`src/rtl/seg7_mux_driver.sv`:
```
// seg7_mux_driver: time-multiplexed hex 7-segment driver with per-slot anode blanking,
// frame-consistent shadow capture and registered outputs.
module seg7_mux_driver #(
  parameter int NUM_DIGITS   = 2,
  parameter int REFRESH_DIV  = 1000,
  parameter int BLANK_CYCLES = 2,
  parameter int ACTIVE_LOW   = 1
) (
  input  logic                    clk,
  input  logic                    reset,
  input  logic [4*NUM_DIGITS-1:0] digits_in,
  input  logic [NUM_DIGITS-1:0]   blank_in,
  output logic [6:0]              seg,
  output logic [NUM_DIGITS-1:0]   an,
  output logic                    frame_tick
);
  localparam int CW = $clog2(REFRESH_DIV);
  localparam int IW = NUM_DIGITS > 1 ? $clog2(NUM_DIGITS) : 1;
  // Active-high g..a patterns, digit 0 in the low 7 bits.
  localparam logic [111:0] HEX = {
    7'b1110001, 7'b1111001, 7'b1011110, 7'b0111001,
    7'b1111100, 7'b1110111, 7'b1101111, 7'b1111111,
    7'b0000111, 7'b1111101, 7'b1101101, 7'b1100110,
    7'b1001111, 7'b1011011, 7'b0000110, 7'b0111111};
  localparam logic [6:0]            SEG_OFF = ACTIVE_LOW != 0 ? 7'h7f : 7'h00;
  localparam logic [NUM_DIGITS-1:0] AN_OFF  = ACTIVE_LOW != 0 ? {NUM_DIGITS{1'b1}} : {NUM_DIGITS{1'b0}};

  logic [CW-1:0]           cnt_q, cnt_d;
  logic [IW-1:0]           idx_q, idx_d;
  logic [4*NUM_DIGITS-1:0] dig_q, dig_d;
  logic [NUM_DIGITS-1:0]   blank_q, blank_d;
  logic [6:0]              seg_q, seg_d, seg_ah;
  logic [NUM_DIGITS-1:0]   an_q, an_d, an_ah;
  logic                    tick_q, tick_d;
  logic                    last, load, on;
  logic [3:0]              cur_dig;

  always_comb begin
    last    = cnt_q == CW'(REFRESH_DIV - 1);
    load    = cnt_q == '0 && idx_q == '0;
    cnt_d   = last ? '0 : cnt_q + 1'b1;
    idx_d   = !last ? idx_q : (idx_q == IW'(NUM_DIGITS - 1) ? '0 : idx_q + 1'b1);
    dig_d   = load ? digits_in : dig_q;
    blank_d = load ? blank_in : blank_q;
    cur_dig = dig_q[{idx_q, 2'b00} +: 4];
    // Slot start stays dark so the previous digit's anode can fully turn off.
    on      = cnt_q >= CW'(BLANK_CYCLES) && !blank_q[idx_q];
    seg_ah  = on ? HEX[7'(cur_dig) * 7'd7 +: 7] : 7'h00;
    an_ah   = on ? NUM_DIGITS'(1) << idx_q : {NUM_DIGITS{1'b0}};
    seg_d   = ACTIVE_LOW != 0 ? ~seg_ah : seg_ah;
    an_d    = ACTIVE_LOW != 0 ? ~an_ah : an_ah;
    tick_d  = load;
  end

  always_ff @(posedge clk or posedge reset) begin
    if (reset) begin
      cnt_q   <= '0;
      idx_q   <= '0;
      dig_q   <= '0;
      blank_q <= {NUM_DIGITS{1'b1}};
      seg_q   <= SEG_OFF;
      an_q    <= AN_OFF;
      tick_q  <= 1'b0;
    end else begin
      cnt_q   <= cnt_d;
      idx_q   <= idx_d;
      dig_q   <= dig_d;
      blank_q <= blank_d;
      seg_q   <= seg_d;
      an_q    <= an_d;
      tick_q  <= tick_d;
    end
  end

  assign seg        = seg_q;
  assign an         = an_q;
  assign frame_tick = tick_q;
endmodule

```
`config.mk`:
```
export PLATFORM = sky130hd
export DESIGN_NAME = seg7_mux_driver
export DESIGN_NICKNAME = d
export VERILOG_FILES = /design/src/rtl/seg7_mux_driver.sv
export SDC_FILE = /design/constraint.sdc
export NUM_CORES = 1
export LEC_CHECK = 0
export ABC_AREA = 0
export BUFFER_PORTS_ARGS = -buffer_cell sky130_fd_sc_hd__clkbuf_2
export CAP_MARGIN = 30
export CORE_MARGIN = 8
export CORE_UTILIZATION = 30
export DETAILED_ROUTE_END_ITERATION = 16
export GPL_ROUTABILITY_DRIVEN = 0
export PLACE_DENSITY_LB_ADDON = 0.12
export SKIP_CTS_REPAIR_TIMING = 1
export SLEW_MARGIN = 20
export SYNTH_ARGS = -nofsm -noshare
export SYNTH_HDL_FRONTEND = slang
export SYNTH_SLANG_ARGS = --single-unit
export TNS_END_PERCENT = 5
```
`constraint.sdc`:
```
create_clock -name clk -period 1.9 [get_ports clk]
set_clock_uncertainty 0.15 [all_clocks]
set_input_delay 0.38 -clock clk [delete_from_list [all_inputs] [get_ports clk]]
set_output_delay 0.38 -clock clk [all_outputs]
set_load 0.01 [all_outputs]
```
-- Yosys cells after proc, flatten, opt, wreduce, memory -nomap -nowiden
Index checks and enable logic that the tools add are counted.
- word-level logic and storage cells: 29
- flip-flop bits (word level): 31
- $add $sub $neg: 2
- multiply operators: 1
- reduce and logical (&&, ||, !) cells: 4
- bitwise gates (word level): 3
- mux-type cells: 6
- shift-type cells: 3
- eq/ne operators: 1
- magnitude comparators: 2
- operator list (kind ; count):
    indexed part select 112 x 8 -> 7 bit (first input constant) ; 1
    adder 10 x 1 -> 10 bit (second input constant) ; 1
    equality test 10 bit (second input constant) ; 1
    >= comparator 10 x 2 -> 1 bit (second input constant) ; 1
    zero test 10 bit ; 1
    2-to-1 mux 10 bit ; 1
    indexed part select 8 x 4 -> 4 bit ; 1
    multiplier 4 x 3 -> 7 bit (second input constant) ; 1
    2-to-1 mux 7 bit ; 1
    NOT 7 bit ; 1
    2-to-1 mux 1 bit ; 3
    logical AND 1 bit ; 2
    < comparator 1 x 2 -> 1 bit (second input constant) ; 1
    2-to-1 mux 2 bit ; 1
    NOT 2 bit ; 1
    left shift 1 x 1 -> 2 bit (first input constant) ; 1
    adder 1 bit (second input constant) ; 1
    zero test 1 bit ; 1
    NOT 1 bit ; 1

-- Logic depth before layout (Yosys ltp)
Gate-level depths: netlist of the first run.
- depth after elaboration: 6
- gate-level depth with buffers: 7
- gate-level depth less buffers: 6

-- Worst setup path after synthesis of the first run
OpenSTA, ideal clock, no wires.
- path type: flip-flop to flip-flop
- start point: register idx_q
- end point: register seg_q[3], in the netlist seg[3]
- library setup time: 0.081 ns
- slack: -0.172 ns
- data required time: 1.669 ns
- arrival time: 1.841 ns
- buffers on the path: 1
- cell stages (with the launch flop): 7
- path through: dfrtp_1 > buf_6 > mux2i_1 > inv_1 > ha_1 > mux4_2 > nand2b_1
- cells in the longest elaborated chain, start to end: 6
- ends and longest elaborated chain (what ; line ; text):
    start, declared ; 29 ; logic [IW-1:0] idx_q, idx_d;
    start signal, assigned ; 66 ; idx_q <= idx_d;
    parallel branches: the longest is 4 deep, another holds multiplier 4 x 3 -> 7 bit ; n/a ;
    2-to-1 mux 7 bit (*) ; 48 ; seg_ah = on ? HEX[7'(cur_dig) * 7'd7 +: 7] : 7'h00;
    NOT 7 bit (*) ; 50 ; seg_d = ACTIVE_LOW != 0 ? ~seg_ah : seg_ah;
    via seg_d[3] ; 32 ; logic [6:0] seg_q, seg_d, seg_ah;
    end signal, assigned ; 69 ; seg_q <= seg_d;
    end, declared ; 32 ;
Mark *: on every way through the listed nets, which the timed path passes. The select of a mux whose other input is x is not followed.
A chain may end at the register's enable or synchronous reset.

-- Final worst setup path of the first run
Ends and elaborated chain as after synthesis.

==> results of run 1 <==
metal layers:
layer	vias up	GRT usage (%)
met1	490	11.21
met2	27	13.24
met3	6	3.993
met5	-	0
met4	0	4.455
li1	513	-
synth_stat cells (2+ instances only):
library cell | n | share of area [%]
sky130_fd_sc_hd__xor2_1 | 5 | 2.8
sky130_fd_sc_hd__inv_1 | 7 | 1.7
sky130_fd_sc_hd__nor2b_1 | 3 | 1.2
sky130_fd_sc_hd__xnor2_1 | 5 | 2.8
sky130_fd_sc_hd__nor4_2 | 2 | 1.6
sky130_fd_sc_hd__nand3_1 | 4 | 1.3
sky130_fd_sc_hd__mux2_2 | 3 | 2.2
sky130_fd_sc_hd__nor2_1 | 11 | 2.6
sky130_fd_sc_hd__nand4_1 | 2 | 0.80
sky130_fd_sc_hd__nand2_1 | 8 | 1.9
sky130_fd_sc_hd__nor3_1 | 2 | 0.64
sky130_fd_sc_hd__mux2_4 | 9 | 8.6
sky130_fd_sc_hd__o221ai_1 | 5 | 2.8
sky130_fd_sc_hd__buf_6 | 2 | 1.4
sky130_fd_sc_hd__dfstp_2 | 11 | 18
sky130_fd_sc_hd__a21oi_1 | 2 | 0.64
sky130_fd_sc_hd__dfrtp_1 | 20 | 32
sky130_fd_sc_hd__ha_1 | 9 | 7.2
sky130_fd_sc_hd__mux2i_1 | 3 | 1.9
sky130_fd_sc_hd__and3_1 | 2 | 0.80
final cells by class:
cell class | count | share of cell area [%]
Clock buffer | 5 | 3.453
Clock inverter | 3 | 0.7533
Inverter | 7 | 1.444
Multi-Input combinational cell | 85 | 39.74
Sequential cell | 31 | 39.67
Tap cell | 70 | 4.394
Timing Repair Buffer | 35 | 10.55
kinds of logic (layout without fill, tap and decap cells):
group                    after synthesis  in the layout  synth area share, %
AO/OA/AOI/OAI                         10             10                4.781
XOR/XNOR                              10             10                5.577
adder cells (fa/ha/maj)                9              9                7.171
buffers and inverters                 10             50                3.586
flip-flops                            31             31                50.28
multiplexers                          17             17                15.54
AND/OR/NAND/NOR                       39             39                13.07
sequential cells by signal, indices dropped and copies added (netlist names):
signal	flops
dig_q	8
an	2
frame_tick	1
cnt_q	10
idx_q	1
blank_q	2
seg	7
power by group through the flow:
stage	logic, mW	registers, mW	clock network, mW
3_5_place_dp	0.132	0.720	0
2_1_floorplan	0.0739	0.725	0
5_1_grt	0.162	0.710	0.547
3_3_place_gp	0.129	0.719	0
4_1_cts	0.133	0.708	0.526
6_report	0.146	0.708	0.501
worst max-delay path, cell delays in order, from the launching register on:
cell	delay, ns
sky130_fd_sc_hd__dfrtp_2	0.45
sky130_fd_sc_hd__mux2_4	0.28
sky130_fd_sc_hd__inv_4	0.05
sky130_fd_sc_hd__ha_4	0.26
sky130_fd_sc_hd__inv_1	0.04
sky130_fd_sc_hd__mux4_2	0.44
sky130_fd_sc_hd__nand2b_4	0.14
worst max path at each step:
stage | endpoint | cells after the start
floorplan | seg[3]$_DFF_PP1_ | 7
global placement | seg[3]$_DFF_PP1_ | 6
detailed placement | seg[3]$_DFF_PP1_ | 6
CTS | seg[3]$_DFF_PP1_ | 6
global route | seg[3]$_DFF_PP1_ | 6
finish | seg[3]$_DFF_PP1_ | 6
metrics by stage:
stage	cells	area, um^2	utilization (%)	worst slack [ns]
after detailed placement	226	1839	36.24	-0.02682
after global placement	226	1839	36.24	0.01959
after global routing	236	1993	39.28	-0.04187
after floorplan	126	1587	-	0.01911
final	236	1993	39.28	0.004632
after CTS	234	1923	37.89	-0.05186
==> impl_metrics.xml, run 1 <==
<?xml version="1.0" encoding="UTF-8"?>
<metrics>
  <group name="clocking">
    <metric name="worst_setup_hold_path_clk_slew" unit="ns">0.07</metric>
    <metric name="clock_path_buffers" unit="">2</metric>
    <metric name="tritoncts" unit="">yes</metric>
    <metric name="numCtsBuffers" unit="">5</metric>
    <metric name="clk-insertion-delay-late" unit="ns">0.28</metric>
    <metric name="cts.sink_count" unit="">31</metric>
    <metric name="ctsRootBufferMaster" unit="">sky130_fd_sc_hd__clkbuf_8</metric>
    <metric name="maximum_level_of_the_cts_h_tree" unit="">2</metric>
  </group>
  <group name="floorplanning">
    <metric name="fp.dieW" unit="um">88.35</metric>
    <metric name="die-area" unit="mm^2">0.007805</metric>
    <metric name="chipHeight" unit="um">88.35</metric>
    <metric name="top_level_ports" unit="">22</metric>
    <metric name="fp-row-count" unit="">26</metric>
    <metric name="floorplan.core_area" unit="mm^2">0.005075</metric>
    <metric name="floorplan.initialDensity" unit="%">30.94</metric>
  </group>
  <group name="status">
    <metric name="outcome" unit="">finished clean</metric>
  </group>
  <group name="drt">
    <metric name="wl_met3" unit="um">197</metric>
    <metric name="final_ant_viol_nets" unit="">0</metric>
    <metric name="dr_total_vias" unit="">1036</metric>
    <metric name="route.detailed.wl_per_inst" unit="um">13.66</metric>
    <metric name="route.detailed.vias_per_inst" unit="">4.390</metric>
    <metric name="drc" unit="">0</metric>
    <metric name="drt_pass1_iterations" unit="">2</metric>
    <metric name="drt-total-wl" unit="um">3223</metric>
    <metric name="detailroute.wirelength.met2" unit="um">1339</metric>
    <metric name="detail_route.wirelength.met1" unit="um">1625</metric>
    <metric name="topRoutingLayerUsed" unit="">met4</metric>
    <metric name="initialDrtViolationCount" unit="">44</metric>
  </group>
  <group name="timing">
    <metric name="rsz_0062_raised_after_global_routing" unit="">yes</metric>
    <metric name="finalMaxSlewViolations" unit="">0</metric>
    <metric name="tightest_slew" unit="ns">0.3951</metric>
    <metric name="fin_setup_tns" unit="ns">0</metric>
    <metric name="top_achievable_clock_speed" unit="GHz">0.5276</metric>
    <metric name="finalWorstPathRequiredPeriod" unit="ns">1.895</metric>
    <metric name="final-setup-viol-count" unit="">0</metric>
    <metric name="final.period_utilization" unit="%">99.76</metric>
    <metric name="whs" unit="ns">0.004590</metric>
    <metric name="final_hold_viol_count" unit="">0</metric>
    <metric name="slew_headroom" unit="%">73.66</metric>
  </group>
  <group name="logic_synthesis">
    <metric name="synth.cell_area" unit="mm^2">0.001570</metric>
    <metric name="post_synth.cell_area_avg" unit="um^2">12.46</metric>
    <metric name="synth_enable_flop_cells" unit="">0</metric>
    <metric name="synth_cells" unit="">126</metric>
    <metric name="synth_sequential_area_ratio" unit="%">50.28</metric>
    <metric name="yosys_most_used_dff" unit="">sky130_fd_sc_hd__dfrtp_1</metric>
    <metric name="yosys_warnings" unit="">0</metric>
    <metric name="synth.distinct_cells" unit="">31</metric>
    <metric name="synth.net_count" unit="">147</metric>
    <metric name="synth-async-reset-ratio" unit="%">100.0</metric>
    <metric name="post_synthesis_register_bit_count" unit="">31</metric>
  </group>
  <group name="cells_and_area">
    <metric name="leading_cell_type_in_the_layout_fill_and_taps_excluded" unit="">sky130_fd_sc_hd__clkbuf_2</metric>
    <metric name="design.final.nets" unit="">186</metric>
    <metric name="drive_gt1_share" unit="%">48.80</metric>
    <metric name="multi_input_comb_area" unit="um^2">792.0</metric>
    <metric name="antenna-diode-count" unit="">0</metric>
    <metric name="area_delta_synth_final" unit="%">26.93</metric>
    <metric name="ff_latch_area" unit="um^2">790.8</metric>
    <metric name="most-common-layout-cells" unit="">21 x sky130_fd_sc_hd__clkbuf_2, 19 x sky130_fd_sc_hd__dfrtp_1, 14 x sky130_fd_sc_hd__buf_4</metric>
    <metric name="fillers" unit="">520</metric>
  </group>
  <group name="grt">
    <metric name="grt_start_max_net_pins" unit="">32</metric>
    <metric name="number_of_global_route_vias_before_repair" unit="">1137</metric>
    <metric name="grt_overflow_total" unit="">0</metric>
    <metric name="initial_antenna_violation_count" unit="">0</metric>
    <metric name="grtUsageTotal" unit="%">9.119</metric>
    <metric name="wire_length_of_the_first_global_routing_pass" unit="um">5416</metric>
  </group>
  <group name="critical_path">
    <metric name="reg2regPathDepth" unit="">6</metric>
    <metric name="worst-endpoint-arrival" unit="ns">1.95</metric>
    <metric name="critical_path_peak_fanout" unit="">5</metric>
    <metric name="worstSetupStartpoint" unit="">idx_q$_DFFE_PP0N_</metric>
    <metric name="cp.required" unit="ns">1.96</metric>
    <metric name="reg_to_reg_critical_path_startpoint" unit="">idx_q$_DFFE_PP0N_</metric>
    <metric name="minimum_setup_slack_among_reg_to_reg_paths" unit="ns">0.005</metric>
    <metric name="cp-start-kind" unit="">register</metric>
    <metric name="rr_endpoint" unit="">seg[3]$_DFF_PP1_</metric>
    <metric name="criticalPathCategory" unit="">register to register</metric>
    <metric name="crit_path_capture_type" unit="">register</metric>
  </group>
  <group name="power_and_ir_drop">
    <metric name="power.ir.vdd_worst" unit="uV">319.8</metric>
    <metric name="pwr-share-seq" unit="%">52.2</metric>
    <metric name="net_load_switching_power" unit="mW">0.3360</metric>
    <metric name="p_clk_share" unit="%">37.0</metric>
    <metric name="p_int" unit="mW">1.019</metric>
    <metric name="design_power_total" unit="mW">1.355</metric>
    <metric name="power.leakage" unit="nW">0.9264</metric>
    <metric name="power.share.switching" unit="%">24.79</metric>
    <metric name="share_comb_of_total_power" unit="%">10.8</metric>
    <metric name="cellPowerDensity" unit="mW/mm^2">680.0</metric>
  </group>
  <group name="run">
    <metric name="maxCapViolCount" unit="">0</metric>
  </group>
  <group name="worst_hold_path">
    <metric name="worst_min_delay_path_class" unit="">input port to asynchronous set/reset pin</metric>
  </group>
  <group name="placed_design">
    <metric name="dp.final_hpwl" unit="um">2363</metric>
    <metric name="number_of_i_o_port_buffers" unit="">21</metric>
  </group>
</metrics>
No activity file was read; power rests on OpenSTA's default activity.
==> inputs of run 2 (changes only) <==
Settings changed: SETUP_SLACK_MARGIN set to 0.05.
Clock period 1.9 ns to 1.7 ns, I/O delays scaled along.
==> run 2 against run 1 <==
  * The flow now finishes with violations (hold timing, setup timing)
  * Sequential cell count is the same
  * Core utilization up 2.2 points
  * Combinational power increased by 22%
  * Critical path depth down 2
  * Via count is 8.1% higher
  * Clock power rose by 11%
  * Sequential share of layout area shrank 2.1 points
  * Worst setup slack got worse by 0.18 ns
  * Maximum frequency increased by 0.89%
  * Register-to-register slack got worse by 0.18 ns
  * Design area rose by 5.5%
  * Critical path type unchanged
==> impl_metrics.xml, run 2 (synthesis gave the netlist of run 1 again) <==
<?xml version="1.0" encoding="UTF-8"?>
<metrics>
  <group name="floorplanning">
    <metric name="die-area" unit="mm^2">0.007805</metric>
    <metric name="fp-row-count" unit="">26</metric>
    <metric name="floorplan.initialDensity" unit="%">30.94</metric>
    <metric name="fp.dieW" unit="um">88.35</metric>
    <metric name="chipHeight" unit="um">88.35</metric>
    <metric name="floorplan.core_area" unit="mm^2">0.005075</metric>
    <metric name="top_level_ports" unit="">22</metric>
  </group>
  <group name="cells_and_area">
    <metric name="drive_gt1_share" unit="%">52.25</metric>
    <metric name="design.final.nets" unit="">198</metric>
    <metric name="antenna-diode-count" unit="">0</metric>
    <metric name="most-common-layout-cells" unit="">24 x sky130_fd_sc_hd__buf_4, 21 x sky130_fd_sc_hd__clkbuf_2, 19 x sky130_fd_sc_hd__dfrtp_1</metric>
    <metric name="area_delta_synth_final" unit="%">33.94</metric>
    <metric name="post-route-cell-area" unit="mm^2">0.002103</metric>
    <metric name="leading_cell_type_in_the_layout_fill_and_taps_excluded" unit="">sky130_fd_sc_hd__buf_4</metric>
    <metric name="max_flop_register" unit="">cnt_q</metric>
    <metric name="number_of_flip_flops_under_the_largest_register_name" unit="">10</metric>
  </group>
  <group name="status">
    <metric name="outcome" unit="">finished, violations left</metric>
    <metric name="violations" unit="">hold timing, setup timing</metric>
  </group>
  <group name="critical_path">
    <metric name="crit_slowest_cell" unit="">sky130_fd_sc_hd__o311ai_0</metric>
    <metric name="max_stage_delay" unit="ns">0.54</metric>
    <metric name="criticalPathCategory" unit="">register to register</metric>
    <metric name="cp-start-kind" unit="">register</metric>
    <metric name="worst-endpoint-arrival" unit="ns">1.85</metric>
    <metric name="critical_path_peak_fanout" unit="">4</metric>
    <metric name="cp.required" unit="ns">1.67</metric>
    <metric name="crit_path_capture_type" unit="">register</metric>
    <metric name="critical_path.cell_chain" unit="">mux2i_4 &gt; inv_2 &gt; ha_4 &gt; o311ai_0</metric>
  </group>
  <group name="timing">
    <metric name="slew_headroom" unit="%">61.74</metric>
    <metric name="tightest_slew" unit="ns">0.5666</metric>
    <metric name="final-setup-viol-count" unit="">5</metric>
    <metric name="rsz_0062_raised_after_global_routing" unit="">yes</metric>
    <metric name="whs" unit="ns">-0.03866</metric>
    <metric name="finalWorstPathRequiredPeriod" unit="ns">1.879</metric>
    <metric name="final.period_utilization" unit="%">110.5</metric>
    <metric name="finalMaxSlewViolations" unit="">0</metric>
    <metric name="final_hold_viol_count" unit="">20</metric>
    <metric name="setup_slack" unit="ns">-0.1786</metric>
    <metric name="top_achievable_clock_speed" unit="GHz">0.5323</metric>
  </group>
  <group name="grt">
    <metric name="wire_length_of_the_first_global_routing_pass" unit="um">5250</metric>
    <metric name="grtUsageTotal" unit="%">8.771</metric>
    <metric name="grt_overflow_total" unit="">0</metric>
    <metric name="initial_antenna_violation_count" unit="">0</metric>
    <metric name="grt_start_max_net_pins" unit="">32</metric>
    <metric name="number_of_global_route_vias_before_repair" unit="">1120</metric>
  </group>
  <group name="clocking">
    <metric name="ctsRootBufferMaster" unit="">sky130_fd_sc_hd__clkbuf_8</metric>
    <metric name="worst_setup_hold_path_clk_slew" unit="ns">0.06</metric>
    <metric name="cts.sink_count" unit="">31</metric>
    <metric name="numCtsBuffers" unit="">5</metric>
    <metric name="maximum_level_of_the_cts_h_tree" unit="">2</metric>
    <metric name="clock_path_buffers" unit="">2</metric>
    <metric name="tritoncts" unit="">yes</metric>
    <metric name="clk-insertion-delay-late" unit="ns">0.28</metric>
  </group>
  <group name="drt">
    <metric name="route.detailed.vias_per_inst" unit="">4.516</metric>
    <metric name="final_ant_viol_nets" unit="">0</metric>
    <metric name="route.detailed.wl_per_inst" unit="um">13.36</metric>
    <metric name="initialDrtViolationCount" unit="">101</metric>
    <metric name="drt-total-wl" unit="um">3314</metric>
    <metric name="drt_pass1_iterations" unit="">4</metric>
    <metric name="drc" unit="">0</metric>
    <metric name="dr_total_vias" unit="">1120</metric>
  </group>
  <group name="placed_design">
    <metric name="dp_worst_setup_slack" unit="ns">-0.2124</metric>
    <metric name="dp.final_hpwl" unit="um">2334</metric>
    <metric name="post_dp_cell_area" unit="mm^2">0.001927</metric>
    <metric name="number_of_i_o_port_buffers" unit="">21</metric>
  </group>
  <group name="run">
    <metric name="maxCapViolCount" unit="">0</metric>
  </group>
  <group name="power_and_ir_drop">
    <metric name="power.leakage" unit="nW">0.9881</metric>
    <metric name="net_load_switching_power" unit="mW">0.3650</metric>
    <metric name="p_int" unit="mW">1.158</metric>
    <metric name="power.share.switching" unit="%">23.96</metric>
    <metric name="cellPowerDensity" unit="mW/mm^2">724.2</metric>
    <metric name="power.ir.vdd_worst" unit="uV">317.7</metric>
    <metric name="p_clk_share" unit="%">36.4</metric>
    <metric name="design_power_total" unit="mW">1.523</metric>
    <metric name="share_comb_of_total_power" unit="%">11.7</metric>
    <metric name="pwr-share-seq" unit="%">51.9</metric>
  </group>
  <group name="worst_hold_path">
    <metric name="worst_min_delay_path_class" unit="">input port to asynchronous set/reset pin</metric>
  </group>
</metrics>
[run 2: changes by cell type in the layout (fill, tap and decap cells not counted), sizes merged]
| cell | change |
|---|---|
| buf | +12 |
| clkinv | -2 |
| clkbuf | +2 |
[run 2: per-stage QoR]
stage          utilization, %  TNS [ns]  hold WS, ns  instances
2_1_floorplan               -   -0.2237       0.2854        126
3_3_place_gp            37.97   -0.2653       0.2708        237
3_5_place_dp            37.97   -0.4587       0.2783        237
4_1_cts                 39.57   -0.6821     -0.02533        245
5_1_grt                 41.44    -1.284    0.0004672        248
6_report                41.44   -0.4716     -0.03866        248
[run 2: power by group through the flow]
stage | Combinational (mW) | Sequential (mW) | Clock, mW
2_1_floorplan | 0.0834 | 0.810 | 0
3_3_place_gp | 0.156 | 0.803 | 0
4_1_cts | 0.161 | 0.791 | 0.577
6_report | 0.178 | 0.791 | 0.555
3_5_place_dp | 0.160 | 0.804 | 0
5_1_grt | 0.195 | 0.793 | 0.608
[run 2: worst max-delay path: cells and delay by family, from the launching register on]
kind | cells | cell delay (ns)
muxes | 1 | 0.32
adders and majority gates | 1 | 0.18
DFF | 1 | 0.42
buffers and inverters | 1 | 0.11
AOI/OAI and AO/OA | 1 | 0.54
[run 2: final timing paths]
kind	startpoint	end	slack (ns)	cells past startpoint
max	idx_q$_DFFE_PP0N_	seg[2]$_DFF_PP1_	-0.18	4
min	reset	cnt_q[2]$_DFF_PP0_	-0.04	3
max reg2reg	idx_q$_DFFE_PP0N_	seg[2]$_DFF_PP1_	-0.18	4
min reg2reg	cnt_q[0]$_DFF_PP0_	cnt_q[0]$_DFF_PP0_	0.36	1
max in group asynchronous	reset	an[1]$_DFF_PP1_	1.11	3
min in group clk	digits_in[6]	dig_q[6]$_DFFE_PP0P_	0.14	2
[run 2: metal layers]
metal	up-vias	track usage, %	routed length (um)
met5	-	0	0
met4	0	3.687	51
met3	6	4.364	239
met2	27	13.31	1521
met1	548	10.22	1501
li1	539	-	-
[run 2: final cells by class]
class / count / area (um^2)
Fill cell: 513 / 2972
Multi-Input combinational cell: 85 / 807.0
Sequential cell: 31 / 790.8
Timing Repair Buffer: 47 / 307.8
Tap cell: 70 / 87.58
Clock buffer: 7 / 76.32
Inverter: 7 / 28.78
Clock inverter: 1 / 5.005
